### config.mk
export PLATFORM = sky130hd
export DESIGN_NAME = glyph_raster_tx
export DESIGN_NICKNAME = d
export VERILOG_FILES = /design/src/rtl/glyph_raster_tx.sv
export SDC_FILE = /design/constraint.sdc
export NUM_CORES = 1
export LEC_CHECK = 0
export ABC_CLOCK_PERIOD_IN_PS = 2800
export BUFFER_PORTS_ARGS = -buffer_cell sky130_fd_sc_hd__buf_2
export CAP_MARGIN = 0
export CORE_ASPECT_RATIO = 0.5
export CORE_UTILIZATION = 42
export CTS_BUF_LIST = sky130_fd_sc_hd__clkbuf_8
export DETAILED_ROUTE_END_ITERATION = 8
export SLEW_MARGIN = 10
export SYNTH_ARGS = -nofsm -noshare
export SYNTH_HDL_FRONTEND = slang
export SYNTH_SLANG_ARGS = --single-unit
### constraint.sdc
create_clock -name CLK -period 2.8 [get_ports CLK]
set_clock_uncertainty 0.15 [all_clocks]
set_input_delay 0.14 -clock CLK [delete_from_list [all_inputs] [get_ports CLK]]
set_output_delay 0.14 -clock CLK [all_outputs]
set_load 0.005 [all_outputs]
### src/rtl/glyph_raster_tx.sv
// glyph_raster_tx: renders a 4-bit character code as a row-major 8x8
// serial pixel stream, one pixel per valid/ready handshake.
//
// Ports:
//   CLK         clock, rising edge
//   CLR         synchronous active-low reset
//   CODE        character code to render
//   CODE_VALID  CODE is valid
//   CODE_READY  block can accept a code (IDLE only)
//   PIX         current pixel, 1 = ink (registered)
//   PIX_X/Y     column/row of current pixel (registered)
//   PIX_VALID   pixel outputs valid (EMIT only)
//   PIX_READY   downstream accepts the pixel
//   SOF/EOF     qualify pixel (0,0) / (7,7) (registered)
//   DONE        one-cycle pulse after the (7,7) pixel is accepted
module glyph_raster_tx #(
  parameter int GW = 8,
  parameter int GH = 8
) (
  input  logic       CLK,
  input  logic       CLR,
  input  logic [3:0] CODE,
  input  logic       CODE_VALID,
  output logic       CODE_READY,
  output logic       PIX,
  output logic [2:0] PIX_X,
  output logic [2:0] PIX_Y,
  output logic       PIX_VALID,
  input  logic       PIX_READY,
  output logic       SOF,
  output logic       EOF,
  output logic       DONE
);

  localparam logic [2:0] XMAX = 3'(GW - 1);
  localparam logic [2:0] YMAX = 3'(GH - 1);

  typedef enum logic [1:0] {
    IDLE,
    LOAD,
    EMIT
  } state_t;

  state_t state;
  state_t nstate;

  logic [3:0] code_q;
  logic [2:0] col;
  logic [2:0] lin;
  logic [7:0] word;
  logic       ink;
  logic       first_px;
  logic       last_px;
  logic       done_p;

  logic       code_ready;
  logic       pix_valid;
  logic       step;
  logic [2:0] ncol;
  logic [2:0] nlin;
  logic [7:0] cur_word;
  logic [7:0] next_word;

  // Glyph ROM. Row 0 sits in bits [63:56]; bit 7 of a row is x=0.
  // Codes 0x0-0xD are the shared hex-digit table used by the OCR side.
  function automatic logic [7:0] rom_row(
    input logic [3:0] c,
    input logic [2:0] r
  );
    logic [63:0] g;
    logic [5:0]  base;
    case (c)
      4'h0:    g = 64'h3C666E7666663C00;
      4'h1:    g = 64'h1838181818187E00;
      4'h2:    g = 64'h3C66060C30607E00;
      4'h3:    g = 64'h3C66061C06663C00;
      4'h4:    g = 64'h0C1C3C6C7E0C0C00;
      4'h5:    g = 64'h7E607C0606663C00;
      4'h6:    g = 64'h3C607C6666663C00;
      4'h7:    g = 64'h7E060C1830303000;
      4'h8:    g = 64'h3C66663C66663C00;
      4'h9:    g = 64'h3C66663E060C3800;
      4'hA:    g = 64'h183C66667E666600;
      4'hB:    g = 64'h7C66667C66667C00;
      4'hC:    g = 64'h3C66606060663C00;
      4'hD:    g = 64'h786C6666666C7800;
      4'hE:    g = {8{8'hFF}};
      default: g = 64'h0;
    endcase
    base = {~r, 3'b000};
    return g[base +: 8];
  endfunction

  assign step      = pix_valid && PIX_READY;
  assign ncol      = col + 3'd1;
  assign nlin      = lin + 3'd1;
  assign cur_word  = rom_row(code_q, lin);
  assign next_word = rom_row(code_q, nlin);

  always_ff @(posedge CLK) begin
    if (!CLR) begin
      state <= IDLE;
    end else begin
      state <= nstate;
    end
  end

  always_comb begin
    nstate     = state;
    code_ready = 1'b0;
    pix_valid  = 1'b0;
    unique case (state)
      IDLE: begin
        code_ready = 1'b1;
        if (CODE_VALID) nstate = LOAD;
      end
      LOAD: begin
        nstate = EMIT;
      end
      EMIT: begin
        pix_valid = 1'b1;
        if (PIX_READY && col == XMAX && lin == YMAX)
          nstate = IDLE;
      end
      default: begin
        nstate = IDLE;
      end
    endcase
  end

  // Pixel outputs are computed one step ahead so they come straight
  // from flops; a new row word is fetched on the x=7 step so rows
  // follow each other without a bubble.
  always_ff @(posedge CLK) begin
    if (!CLR) begin
      code_q   <= 4'h0;
      col      <= 3'd0;
      lin      <= 3'd0;
      word     <= 8'h00;
      ink      <= 1'b0;
      first_px <= 1'b0;
      last_px  <= 1'b0;
      done_p   <= 1'b0;
    end else begin
      done_p <= 1'b0;
      unique case (state)
        IDLE: begin
          if (CODE_VALID) begin
            code_q   <= CODE;
            col      <= 3'd0;
            lin      <= 3'd0;
            ink      <= 1'b0;
            first_px <= 1'b0;
            last_px  <= 1'b0;
          end
        end
        LOAD: begin
          word     <= cur_word;
          ink      <= cur_word[7];
          first_px <= 1'b1;
          last_px  <= 1'b0;
        end
        EMIT: begin
          if (step) begin
            first_px <= 1'b0;
            if (col != XMAX) begin
              col     <= ncol;
              ink     <= word[~ncol];
              last_px <= (ncol == XMAX) && (lin == YMAX);
            end else if (lin != YMAX) begin
              col     <= 3'd0;
              lin     <= nlin;
              word    <= next_word;
              ink     <= next_word[7];
              last_px <= 1'b0;
            end else begin
              col     <= 3'd0;
              lin     <= 3'd0;
              ink     <= 1'b0;
              last_px <= 1'b0;
              done_p  <= 1'b1;
            end
          end
        end
        default: begin
          done_p <= 1'b0;
        end
      endcase
    end
  end

  assign CODE_READY = code_ready;
  assign PIX_VALID  = pix_valid;
  assign PIX        = ink;
  assign PIX_X      = col;
  assign PIX_Y      = lin;
  assign SOF        = first_px;
  assign EOF        = last_px;
  assign DONE       = done_p;

endmodule

Word-level counts from Yosys, hierarchy flattened
Memories as Yosys holds them, arrays and structs flattened. A register that Yosys moved wholly into a read port is not among the register bits. Index checks and enable logic that the tools add are counted.

Memories: 2. RAM bits: 0. Latch bits: 0. Word-level logic and storage cells: 83. Input port bits: 8. Bits in read-only memories: 2048. Bits in registers: 24. Output and inout bits: 12.

Multipliers: 0. Add/sub/neg operators: 2. Equal/unequal tests: 12. Mux-type cells: 34. Reductions and logical operators: 15. Bitwise logic cells: 6. Order comparisons: 1. Divide/modulo/power cells: 0. Shifts and indexed selects: 2.

Memory list: (name not given) (words 16, width 64, read ports 1, clocked after Yosys merged registers in 1, wr ports 0, line 72) `case (c)`; (name not given) (words 16, width 64, read ports 1, clocked after Yosys merged registers in 1, wr ports 0, line 72).

Operators by type and width (count): $shiftx 64x7->8 (2); $mux 8 (3); $mux 3 (6); $mux 4 (4); $pmux 8 s2 (1); $pmux 3 s2 (2); $mux 1 (11); $ne 2x2->1 const B (5); $eq 3x3->1 const B (3); $not 3->3 (3); $pmux 1 s3 (3); $reduce_and 4->1 (2); $add 3x1->3 const B (2); $ne 3x3->1 const B (2); $pmux 2 s3 (1); $reduce_and 3->1 (2); $logic_and 1x1->1 (4); $lt 3x4->1 const B (1); $mux 2 (2); $reduce_and 2->1 (2); $reduce_bool 2->1 (2); $reduce_or 4->1 (1); $bmux 1 s3 (1); $not 1->1 (3); 4 further kinds (4).

Depth between registers and ports, before layout
Depth in word-level cells: 7. Depth in mapped cells: 11. Gate-level depth less buffers: 9.

Worst setup path before layout
Ideal clock, no wire load.

Path type: register to register. Start: register state[0]. End: register with a tool-made name. Required time: 2.580 ns. Path buffers: 2. Data arrival time: 2.483 ns. Period minus slack after synthesis: 2.704 ns. Slack: 0.096 ns. Setup time: 0.070 ns. Stages on the path, launching flop included: 12. Cell sequence: dfxtp_1 -> inv_1 -> ha_1 -> buf_2 -> and3_1 -> o21ai_1 -> inv_1 -> ha_1 -> buf_1 -> o211ai_1 -> o21ai_0 -> a21oi_1.

RTL lines: start: declaration (line 44) `state_t state;`; start signal: assignment (line 104) `state <= nstate;`.

==> metrics.md <==
| Metric | Value |
|---|---|
| Hold path depth | 3 |
| EDFF count, synth | 0 |
| IO Port Bufs | 19 |
| Worst-Skew Late Latency | 350 ps |
| # Max-Cap Violations | 0 |
| Synth Area in XOR/XNOR | 0.00252 |
| Die H | 66.3 microns |
| Met2 Use GR | 0.334 |
| Clock network power share | 0.262 |
| Synthesized Nets | 366 |
| Synthesized netlist cell count | 339 |
| Largest family of logic cells by synthesized area | multiplexers |
| Logic gate share of total power | 0.330 |
| Post-synthesis adder-cell area fraction | 0.0684 |
| Initial antenna violation count | 0 |
| Pin count of the biggest net entering global routing | 31 |
| Nature of the critical path endpoint | register |
| Clock slew seen by the registers of the worst setup and hold paths | 80 ps |
| Unrepaired setup endpoints after global routing | false |
| M1 GR Usage | 0.304 |
| Most common cell after layout, fill and taps aside | dfxtp_1 |
| Peak VDD IR | 0.261 mV |
| Placed Instances | 457 |
| Asr flop ratio synth | 0 |
| Min-delay src | CODE[1] |
| Die X | 131 microns |
| IO Pins | 20 |
| WL/cell | 18.5 microns |
| Critical Path RT | 2920 ps |
| Cell area after layout | 3890 sq um |
| Number of global-route vias before repair | 2606 |
| Relative slew slack | 0.544 |
| Initial core utilization | 0.434 |
| First-pass GRT wire length | 13.8 mm |
| Fin Hold WS | 70.5 ps |
| Via count | 2752 |
| CP Class | reg2reg |
| H-tree lvl count | 3 |
| Post-Syn Area per Cell | 10.2 sq um |
| Worst slew pin tran | 679 ps |
| Distinct cells, synth | 54 |
| Critical path arrival | 2720 ps |
| Power density cells | 752 nW/um^2 |
| Reg-to-Reg Start | state[1] |
| Final WL | 8.76 mm |
| CTS tree | yes |
| DRC errors left | 0 |
| Most used routing layer | met2 |
| Path depth of the worst reg2reg path | 9 |
| Setup TNS | 0 ps |
| Rows | 23 |
| Most frequent cells in the layout | dfxtp_1 (63), mux2i_1 (29), nor2_1 (27), mux4_2 (24), nand2_1 (20) |
| R2R Setup Slk | 200 ps |
| Cell Area, Placed | 3690 sq um |
| Startpoint types | register |
| N_diodes | 0 |
| Worst-path fanout max | 7 |
| Final setup violation count | 0 |
| Cell area after synthesis | 3470 sq um |
| Switching share of total power | 0.339 |
| Mux share of post-synthesis cell area | 0.246 |
| P_leak | 1.54 nW |
| GPL Wtd Cong | 0.891 |
| Min-Delay Path Class | in2reg |
| Nets | 384 |
| Gr usage total | 0.221 |
| Hold Path Sink | code_q[1] |
| Clock tree sinks | 63 |
| Compound-Gate Fraction of Synth Area | 0.154 |
| Vias per cell | 5.81 |
| Synth warn | 0 |
| Hold Violations, Final | 0 |
| Clock Path Buffers | 2 |
| Grt total ovfl | 0 |
| Reg power frac | 0.408 |
| Cell Count, Final, Fillers Out | 474 |
| Hpwl dp | 6.56 mm |
| Cts bufs inserted | 9 |
| Register area share after synthesis | 0.363 |
| Maximum clock rate | 0.384 GHz |
| Simple-gate share of the synthesized area | 0.119 |
| Core Area | 8000 sq um |
| Power Internal | 1.94 mW |
| Flop and latch count out of synthesis | 63 |
| Fraction of layout cells with a size suffix above 1 | 0.227 |
| CTS root buf | clkbuf_8 |
| Primary FF master, synth | dfxtp_1 |
| Met3 Use GR | 0.0566 |
| Min cycle time layout | 2600 ps |
| Outcome | complete, no violations |
| Die area | 8660 sq um |
| P_sw | 994 uW |
| DR pass1 iterations | 4 |
| Synthesis-to-finish area growth | 12.1% |
| DR iter-0 viols | 205 |
| Final Cycle Share | 0.929 |
| Max-slew violations | 0 |
| Routed Antenna Nets | 0 |
==> critical path, cell delays in order, from the launching register on <==
cell and delay [ps]:
dfxtp_1 390, inv_1 100, ha_1 300, and3_1 230, o21ai_1 250, buf_4 210
ha_1 250, o211ai_1 260, a21boi_0 230, o2bb2ai_1 170
==> per-stage QoR <==
stage / power, mW / worst slack [ps] / util
final: 2.93 / 198 / 0.487
after global placement: 2.15 / 206 / 0.461
after global routing: 3.09 / 16.8 / 0.487
after detailed placement: 2.17 / 84.6 / 0.461
after floorplan: 1.89 / 96.5 / -
after CTS: 2.94 / 64.1 / 0.486
==> metal layers <==
| layer | vias to the layer above | part of all wire |
|---|---|---|
| li1 | 1293 | - |
| met1 | 1372 | 0.48 |
| met2 | 81 | 0.44 |
| met3 | 6 | 0.065 |
| met4 | 0 | 0.0065 |
| met5 | - | 0 |
==> cells in the mapped netlist, types with 4 or more instances <==
| library cell | instances | area share |
|---|---|---|
| o21ai_0 | 10 | 0.014 |
| nor2_1 | 27 | 0.029 |
| nand2_1 | 20 | 0.022 |
| buf_2 | 9 | 0.013 |
| a21oi_1 | 18 | 0.026 |
| nand3_1 | 6 | 0.0086 |
| inv_1 | 13 | 0.014 |
| o22ai_1 | 4 | 0.0072 |
| mux2i_1 | 29 | 0.084 |
| o211ai_1 | 6 | 0.013 |
| dfxtp_1 | 63 | 0.36 |
| a21boi_0 | 5 | 0.011 |
| ha_1 | 19 | 0.068 |
| nor2b_1 | 5 | 0.0090 |
| clkbuf_1 | 9 | 0.0097 |
| and3_1 | 7 | 0.013 |
| nand2b_1 | 5 | 0.0090 |
| mux4_2 | 24 | 0.16 |
| nor3_1 | 8 | 0.012 |
==> worst max path at each step <==
stage	startpoint	end	slack (ps)	cells after the start
after floorplan	state[0]	register	100	11
after global placement	state[0]	register	210	9
after detailed placement	state[0]	register	80	9
after CTS	state[1]	register	60	9
after global routing	state[1]	register	20	9
final	state[1]	register	200	9
==> final cells by class <==
type / instances / area [sq um]
Multi-Input combinational cell: 238 / 2050
Timing Repair Buffer: 30 / 193
Fill cell: 772 / 4110
Clock buffer: 9 / 124
Inverter: 15 / 58.8
Tap cell: 112 / 140
Sequential cell: 63 / 1260
Clock inverter: 7 / 65.1
==> power by group through the flow <==
| stage | clock, mW | sequential, mW | combinational (mW) |
|---|---|---|---|
| 2_1_floorplan | 0 | 1.17 | 0.718 |
| 3_3_place_gp | 0 | 1.21 | 0.942 |
| 3_5_place_dp | 0 | 1.22 | 0.953 |
| 4_1_cts | 0.784 | 1.20 | 0.959 |
| 5_1_grt | 0.819 | 1.22 | 1.06 |
| 6_report | 0.766 | 1.20 | 0.968 |
==> what timing repair did <==
action	CTS	global route
hold buffers	1	0
hold endpoints to repair	1	0
setup endpoints to repair	0	16
gates resized for setup	0	6
buffers inserted	0	0
==> logic make-up (layout without fill, tap and decap cells) <==
group / count (synthesis) / in the layout
buf+inv: 38 / 61
compound gates: 77 / 77
flops: 63 / 63
mux: 55 / 55
simple gates: 86 / 86
xor+xnor: 1 / 1
fa+ha+maj: 19 / 19
Power figures use the tool's default switching activity.
